## config.mk

```make
export PLATFORM = sky130hd
export DESIGN_NAME = dac_arbiter
export DESIGN_NICKNAME = d
export VERILOG_FILES = /design/src/rtl/dac_arbiter.sv
export SDC_FILE = /design/constraint.sdc
export NUM_CORES = 1
export LEC_CHECK = 0
export CAP_MARGIN = 30
export CORE_UTILIZATION = 32
export CTS_CLUSTER_SIZE = 40
export DETAILED_ROUTE_END_ITERATION = 8
export SYNTH_ARGS = -nofsm -noshare
export SYNTH_HDL_FRONTEND = slang
export SYNTH_SLANG_ARGS = --single-unit
```

## constraint.sdc

```tcl
create_clock -name clk -period 2.8 [get_ports clk]
set_input_delay 0.56 -clock clk [delete_from_list [all_inputs] [get_ports clk]]
set_output_delay 0.56 -clock clk [all_outputs]
set_load 0.05 [all_outputs]
```

## src/rtl/dac_arbiter.sv

```systemverilog
// Two-requester arbiter feeding a 16-bit serial DAC: grants one frame at a time,
// shifts the captured word out MSB first, then holds SSYNC high for a fixed gap.
module dac_arbiter #(
  parameter int CLK_DIV    = 2,
  parameter int GAP_CYCLES = 4
) (
  input  logic        clk,
  input  logic        reset,
  input  logic        en,
  input  logic        req0,
  input  logic [15:0] data0,
  input  logic        req1,
  input  logic [15:0] data1,
  output logic        ack0,
  output logic        ack1,
  output logic        busy,
  output logic        frame_done,
  output logic        sclk,
  output logic        ssync,
  output logic        sdata
);

  typedef enum logic [1:0] {IDLE, SHIFT, GAP} state_t;

  localparam logic [7:0] DIV_LAST  = 8'(CLK_DIV - 1);
  localparam logic [7:0] GAP_LAST  = 8'(GAP_CYCLES - 1);
  localparam logic [4:0] HALF_LAST = 5'd31;

  state_t      r_state, w_state;
  logic [7:0]  r_div, w_div;
  logic [4:0]  r_half, w_half;
  logic [15:0] r_shift, w_shift;
  logic        r_last, w_last;
  logic        r_ack0, w_ack0;
  logic        r_ack1, w_ack1;
  logic        r_busy, w_busy;
  logic        r_done, w_done;
  logic        r_sclk, w_sclk;
  logic        r_ssync, w_ssync;

  logic        w_grant;
  logic        w_sel1;
  logic [15:0] w_word;

  // On a tie the requester that did not win last time is served.
  assign w_sel1  = req1 & (~req0 | ~r_last);
  assign w_grant = en & (req0 | req1);
  assign w_word  = w_sel1 ? data1 : data0;

  always_comb begin
    w_state = r_state;
    w_div   = r_div;
    w_half  = r_half;
    w_shift = r_shift;
    w_last  = r_last;
    w_ack0  = 1'b0;
    w_ack1  = 1'b0;
    w_busy  = r_busy;
    w_done  = 1'b0;
    w_sclk  = r_sclk;
    w_ssync = r_ssync;
    case (r_state)
      IDLE: begin
        if (w_grant) begin
          w_state = SHIFT;
          w_div   = 8'd0;
          w_half  = 5'd0;
          w_shift = w_word;
          w_last  = w_sel1;
          w_ack0  = ~w_sel1;
          w_ack1  = w_sel1;
          w_busy  = 1'b1;
          w_ssync = 1'b0;
          w_sclk  = 1'b1;
        end
      end
      SHIFT: begin
        if (r_div == DIV_LAST) begin
          w_div  = 8'd0;
          w_sclk = ~r_sclk;
          // The 16th rising edge shifts in the last zero, so sdata idles low in GAP.
          if (!r_sclk) begin
            w_shift = {r_shift[14:0], 1'b0};
          end
          if (r_half == HALF_LAST) begin
            w_state = GAP;
            w_half  = 5'd0;
            w_ssync = 1'b1;
            w_done  = 1'b1;
          end else begin
            w_half = r_half + 5'd1;
          end
        end else begin
          w_div = r_div + 8'd1;
        end
      end
      GAP: begin
        if (r_div == GAP_LAST) begin
          w_state = IDLE;
          w_div   = 8'd0;
          w_busy  = 1'b0;
        end else begin
          w_div = r_div + 8'd1;
        end
      end
      default: begin
        w_state = IDLE;
      end
    endcase
  end

  always_ff @(posedge clk or negedge reset) begin
    if (!reset) begin
      r_state <= IDLE;
      r_div   <= 8'd0;
      r_half  <= 5'd0;
      r_shift <= 16'd0;
      r_last  <= 1'b1;
      r_ack0  <= 1'b0;
      r_ack1  <= 1'b0;
      r_busy  <= 1'b0;
      r_done  <= 1'b0;
      r_sclk  <= 1'b1;
      r_ssync <= 1'b1;
    end else begin
      r_state <= w_state;
      r_div   <= w_div;
      r_half  <= w_half;
      r_shift <= w_shift;
      r_last  <= w_last;
      r_ack0  <= w_ack0;
      r_ack1  <= w_ack1;
      r_busy  <= w_busy;
      r_done  <= w_done;
      r_sclk  <= w_sclk;
      r_ssync <= w_ssync;
    end
  end

  assign ack0       = r_ack0;
  assign ack1       = r_ack1;
  assign busy       = r_busy;
  assign frame_done = r_done;
  assign sclk       = r_sclk;
  assign ssync      = r_ssync;
  assign sdata      = r_shift[15];

endmodule

```

==> metrics.txt, run 1 <==
CP Launch Type=flop; DR vias=around 1800; Flop pwr share=~36%; routability cong.=0.846; DRC=0; Fin Setup TNS=0 ps; Resized cells post-CTS=0; post-layout minimum cycle time=2340 ps; syn_nets=266; top cell type's share of synthesized area=around 40%; Area contributors post-synth=dfrtp_1 40%, mux2i_1 7.2%, nand2_1 5.4%, ha_1 5.1%, o21ai_0 5.0%; count leader, synth=dfrtp_1; Post-Synth XOR/XNOR Area=0%; HPWL after DPL=approximately 3400 um; area growth from synthesis to layout=26.4%; P_int=between 1 and 1.5 mW; number of synthesized register bits=38; mux cell area share after synthesis=15.5%; TritonCTS clock tree=yes; Slew Limit Headroom=44.2%; simple-gate share of the synthesized area=between 10 and 15%; vias in the first global route=about 1700; Clk Latency, worst-skew pair=roughly 290 ps; clock-pin slew on the worst setup and hold paths=roughly 80 ps; initial antenna violation count=0; DR pass1 iterations=4; Psw=between 0.9 and 1 mW; post-synthesis sequential area ratio=between 40% and 50%; crit share post-route=83.5%; Adder-Cell Fraction of Synth Area=under 10%; main combinational cell family by area after synthesis=compound AO/OA/AOI/OAI gates; Worst Setup Slack, final=around 460 ps; total power=~2.4 mW; sw frac=around two fifths; global-route wire length before repair=roughly 8000 um; Critical Path RT=around 3000 ps; core box area=0.00653 mm2; die height=approximately 85 um; data arrival time of the worst path=2540 ps; Synth area leader=dfrtp_1; WL final=between 4000 and 5000 um; largest net degree at the start of global routing=39; worst slew pin tran=about 840 ps; P per Cell Area=between 800 and 900 mW/mm2; Synth Cell Area=0.00222 mm2; status=finished, final reports clean; RSZ-0062 raised after global routing=false; Starting Density=between 30% and 40%; Commonest cells post-synth=35 x dfrtp_1, 32 x nand2_1, 22 x o21ai_0; Setup Skew=between 7 and 8 ps; synthesized area per cell=between 10 and 15 um2; GRT overflow=0; CP max FO=9; Async SR Flop Fraction=100%; Synth Instances=between 200 and 250; Clock power frac=between 10% and 20%; Hold Fails Final Rpt=0; number of synthesized flops with an enable pin=0; port bufs=43; setup violators final=0; WL/cell=about 14 um; Peak VDD IR=516 uV; synth unique cells=45; DRT iter0 DRCs=around 130; Top Ports=44; pre-CTS WS=approximately 440 ps; Via density=5.21; Post-CTS Setup Repair Bufs=0; clock root buffer=clkbuf_8; Pleak=roughly 1.2 nW; synth warn=0; gr usage total=between 10% and 20%; Comb power frac=between 40% and 50%; fraction of layout cells with a size suffix above 1=12.5%; WS Path Type=reg2reg; TritonCTS Buffers=5; n_diodes=0; area of the multi-input gates=approximately 0.0012 mm2; Die W=about 85 um; fmax=between 0.4 and 0.5 GHz; maxcap violations=0; Slew Limit Fails=0; CTS H-tree depth=2; cts hold-fix bufs=0; final net count=310; fillers=636; Die ar.=roughly 0.0073 mm2; num rows=29; crit path capture type=flop; Synth Area in Compound Gates=a little under a fifth; Hold WC Path Type=in2async; CTS max path bufs=2; Main synth FF type=dfrtp_1; remaining antenna violation count=0; storage element area=955 um2; clock sinks=38
flip-flops by register name, summed over array words and instances, names as in the netlist:
signal	count
ssync	1
sclk	1
r_shift	16
r_state	2
r_last	1
busy	1
r_half	5
ack1	1
frame_done	1
ack0	1
r_div	8
final timing paths:
path	start	end	slack, ps	cells after the start
max reg2reg	r_state[1]	r_div[3]	460	6
min reg2reg	r_shift[7]	r_shift[7]	500	1
min	reset	busy	360	1
max	r_state[1]	r_div[3]	460	6
max in group asynchronous	reset	r_div[6]	1900	1
min in group clk	r_shift[7]	r_shift[7]	500	1
metrics by stage:
stage                     utilization [%]  std cells  area, um2  hold slack [ps]
after floorplan                         -        220       2220              264
after global placement               41.6        334       2720              469
after global routing                 42.9        342       2800              439
after detailed placement             41.6        334       2720              474
final                                42.9        342       2800              361
after CTS                            42.9        342       2800              406
worst max-delay path, stage by stage, from the launching register on:
cell	delay, ps
dfrtp_1	420
inv_1	120
ha_1	380
inv_1	130
a21oi_1	560
o21ai_0	350
o211ai_1	270
power groups by stage:
stage / Combinational [mW] / Sequential, mW / Clock, mW
2_1_floorplan: 0.771 / 0.958 / 0
3_3_place_gp: 1.14 / 0.863 / 0
5_1_grt: 1.28 / 0.885 / 0.404
6_report: 1.14 / 0.855 / 0.365
4_1_cts: 1.16 / 0.857 / 0.377
3_5_place_dp: 1.16 / 0.866 / 0
routing by layer:
layer	global-route usage [%]	part of all wire, %
met2	21.6	46
met1	18.8	49
met3	3.79	4.3
met4	5.39	1.3
met5	0	0
cells in the final DEF (no fill, tap or decap), types with 2 or more instances in the layout:
cell / Yosys / layout
a21oi_1: 3 / 3
o2111ai_1: 6 / 6
dfrtp_1: 35 / 35
clkinv_2: 0 / 2
nor3_1: 4 / 4
ha_1: 9 / 9
o311ai_0: 2 / 2
nor2_1: 9 / 9
a21o_1: 5 / 5
o22a_1: 2 / 2
clkdlybuf4s50_1: 0 / 42
mux2_2: 8 / 8
inv_1: 8 / 8
nand2_1: 32 / 32
mux2_1: 7 / 7
nand3_1: 5 / 5
mux2i_1: 16 / 16
o211ai_1: 5 / 5
buf_4: 0 / 7
o31ai_1: 4 / 4
clkbuf_8: 0 / 5
dfstp_2: 3 / 3
o21ai_0: 22 / 22
nand2b_1: 2 / 2
kinds of logic (layout without fill, tap and decap cells):
| group | after synthesis | in the layout |
|---|---|---|
| AO/OA/AOI/OAI | 60 | 60 |
| AND/OR/NAND/NOR | 60 | 60 |
| flip-flops | 38 | 38 |
| multiplexers | 32 | 32 |
| buffers and inverters | 21 | 66 |
| adder cells (fa/ha/maj) | 9 | 9 |
final cells by class:
cell class                 instances  area share (%)
clock buffer                       6            2.59
clock inverter                     2           0.357
inverter                           8            1.07
multi-input combinational        161            41.4
sequential                        38            34.1
tap                               77            3.44
timing repair buffer              50            17.1
Power figures use the tool's default switching activity.
==> run 2: changes to the inputs <==
==> constraint.sdc (replaced) <==
create_clock -name clk -period 2.4 [get_ports clk]
set_input_delay 0.48 -clock clk [delete_from_list [all_inputs] [get_ports clk]]
set_output_delay 0.48 -clock clk [all_outputs]
set_load 0.05 [all_outputs]
==> metrics.txt, run 2 (same netlist as run 1, synthesis figures left out) <==
status=finished, final reports clean; routed wl met3=282 um (+40%); DR pass1 iterations=4 (unchanged); remaining antenna violation count=0 (unchanged); Comb power frac=49.2% (+0.9 points); cts hold-fix bufs=0 (unchanged); most flop-heavy register=r_shift; n_diodes=0 (unchanged); DRT iter0 DRCs=111 (-17%); Resized cells post-CTS=0 (unchanged); met2 routed wirelength=2150 um (+1.3%); Post-CTS Setup Repair Bufs=0 (unchanged); Clk Latency, worst-skew pair=280 ps (about the same); die height=85.2 um (unchanged); met1 wire length=2230 um (-1.5%); CTS H-tree depth=2 (unchanged); post-layout minimum cycle time=roughly 2100 ps; Hold WC Path Type=in2async; Top Layer Used=met4; port bufs=43 (unchanged); vias in the first global route=1770 (+2.8%); DRC=0 (unchanged); WL final=4690 um (+0.80%); Regs by FF count=r_shift x16, r_div x8, r_half x5; Via density=5.10 (-2.0%); crit path buf inv count=1 (-1); Slew Limit Fails=0 (unchanged); TritonCTS clock tree=yes; maxcap violations=0 (unchanged); largest net degree at the start of global routing=39 (unchanged); CP Launch Type=flop; clock root buffer=clkbuf_8; data arrival time of the worst path=1630 ps (-910 ps); sw frac=38.7% (-1.3 points); Die W=85.2 um (unchanged); HPWL after DPL=3530 um (+5.1%); crit share post-route=87.8%; P_int=1.75 mW (+23%); WS Path Type=reg2out; max reg flops=16 (unchanged); Flop pwr share=35.1% (-1.1 points); worst slew pin tran=867 ps (+30.7 ps); pre-CTS WS=187 ps (-257 ps); GRT overflow=0 (unchanged); WL/cell=13.6 um (-0.37%); area growth from synthesis to layout=28.7%; gr usage total=14.0% (-0.015 points); core box area=0.00653 mm2 (unchanged); fmax=around 0.47 GHz; Critical Path RT=1920 ps (-1080 ps); Slew Limit Headroom=42.2% (-2.0 points); CP cell instances=clkdlybuf4s50_1; Hold Fails Final Rpt=0 (unchanged); DR vias=1766 (-0.84%); Setup Skew=3.08 ps (-4.89 ps); CTS max path bufs=2 (unchanged); slowest stage delay, CP=800 ps (+240 ps); Starting Density=33.9% (unchanged); CP max stage cell=clkdlybuf4s50_1; clock-pin slew on the worst setup and hold paths=70 ps (about the same); family with the most delay on the worst path=buffers and inverters; setup violators final=0 (unchanged); P per Cell Area=1000 mW/mm2 (+19%); Die ar.=0.00726 mm2 (unchanged); routability cong.=0.894 (+5.7%); clock sinks=38 (unchanged); Fin Setup TNS=0 ps (unchanged); num rows=29 (unchanged); smallest hold slack=302 ps (-59.7 ps); commonest non-fill, non-tap cell in the layout=clkdlybuf4s50_1; Psw=1.11 mW (+17%); Pleak=1.26 nW (+2.3%); CP max FO=3 (-6); crit path capture type=output port; TritonCTS Buffers=5 (unchanged); initial antenna violation count=0 (unchanged); Clock power frac=15.7% (+0.2 points); Core Util, Final=43.7% (+0.79 points); global-route wire length before repair=8120 um (+1.2%); most frequent cells in the layout=42 x clkdlybuf4s50_1, 35 x dfrtp_1, 32 x nand2_1; fraction of layout cells with a size suffix above 1=13.8% (+1.3 points); RSZ-0062 raised after global routing=false; Top Ports=44 (unchanged); Worst Setup Slack, final=294 ps (-169 ps); Peak VDD IR=445 uV (-14%); final net count=314 (+1.3%)
-- run 2: cell count changes in the layout (fill, tap and decap cells not counted), sizes merged --
cell | previous run | this run
buf | 8 | 12
clkbuf | 6 | 7
clkinv | 2 | 1
-- run 2: power by group through the flow --
stage	registers [mW]	logic [mW]	clock network, mW
floorplan	1.12	0.899	0
global placement	1.01	1.40	0
detailed placement	1.02	1.42	0
CTS	1.01	1.42	0.467
global route	1.04	1.57	0.494
finish	1.00	1.40	0.449
-- run 2: per-stage QoR --
step,cells,total power [mW],area (um2)
6_report,346,2.86,2850
4_1_cts,346,2.90,2850
2_1_floorplan,220,2.02,2220
5_1_grt,346,3.10,2850
3_3_place_gp,338,2.41,2760
3_5_place_dp,338,2.44,2760
-- run 2: path summary, 6_finish.rpt --
path / depth (start not counted) / to / startpoint / slack [ps]
min: 1 / r_state[1] / reset / 300
min reg2reg: 1 / r_shift[0] / r_shift[0] / 490
max reg2reg: 4 / r_div[5] / r_div[2] / 380
max: 1 / sclk / sclk / 290
min in group clk: 1 / r_shift[0] / r_shift[0] / 490
max in group asynchronous: 1 / r_div[1] / reset / 1540
-- run 2: final cells by class --
type | instances | area (um2)
fillers | 656 | 3680
multi-input cells | 161 | 1160
flip-flops and latches | 38 | 955
repair buffers | 54 | 520
well taps | 77 | 96.3
clock buffers | 7 | 86.3
inverters | 8 | 30.0
clock inverters | 1 | 5.00
-- run 2: routing by layer --
metal  vias up  track usage, %
met5         -               0
met4         0            3.24
met3         2            3.89
met2        34            23.1
met1       834            18.2
li1        896               -
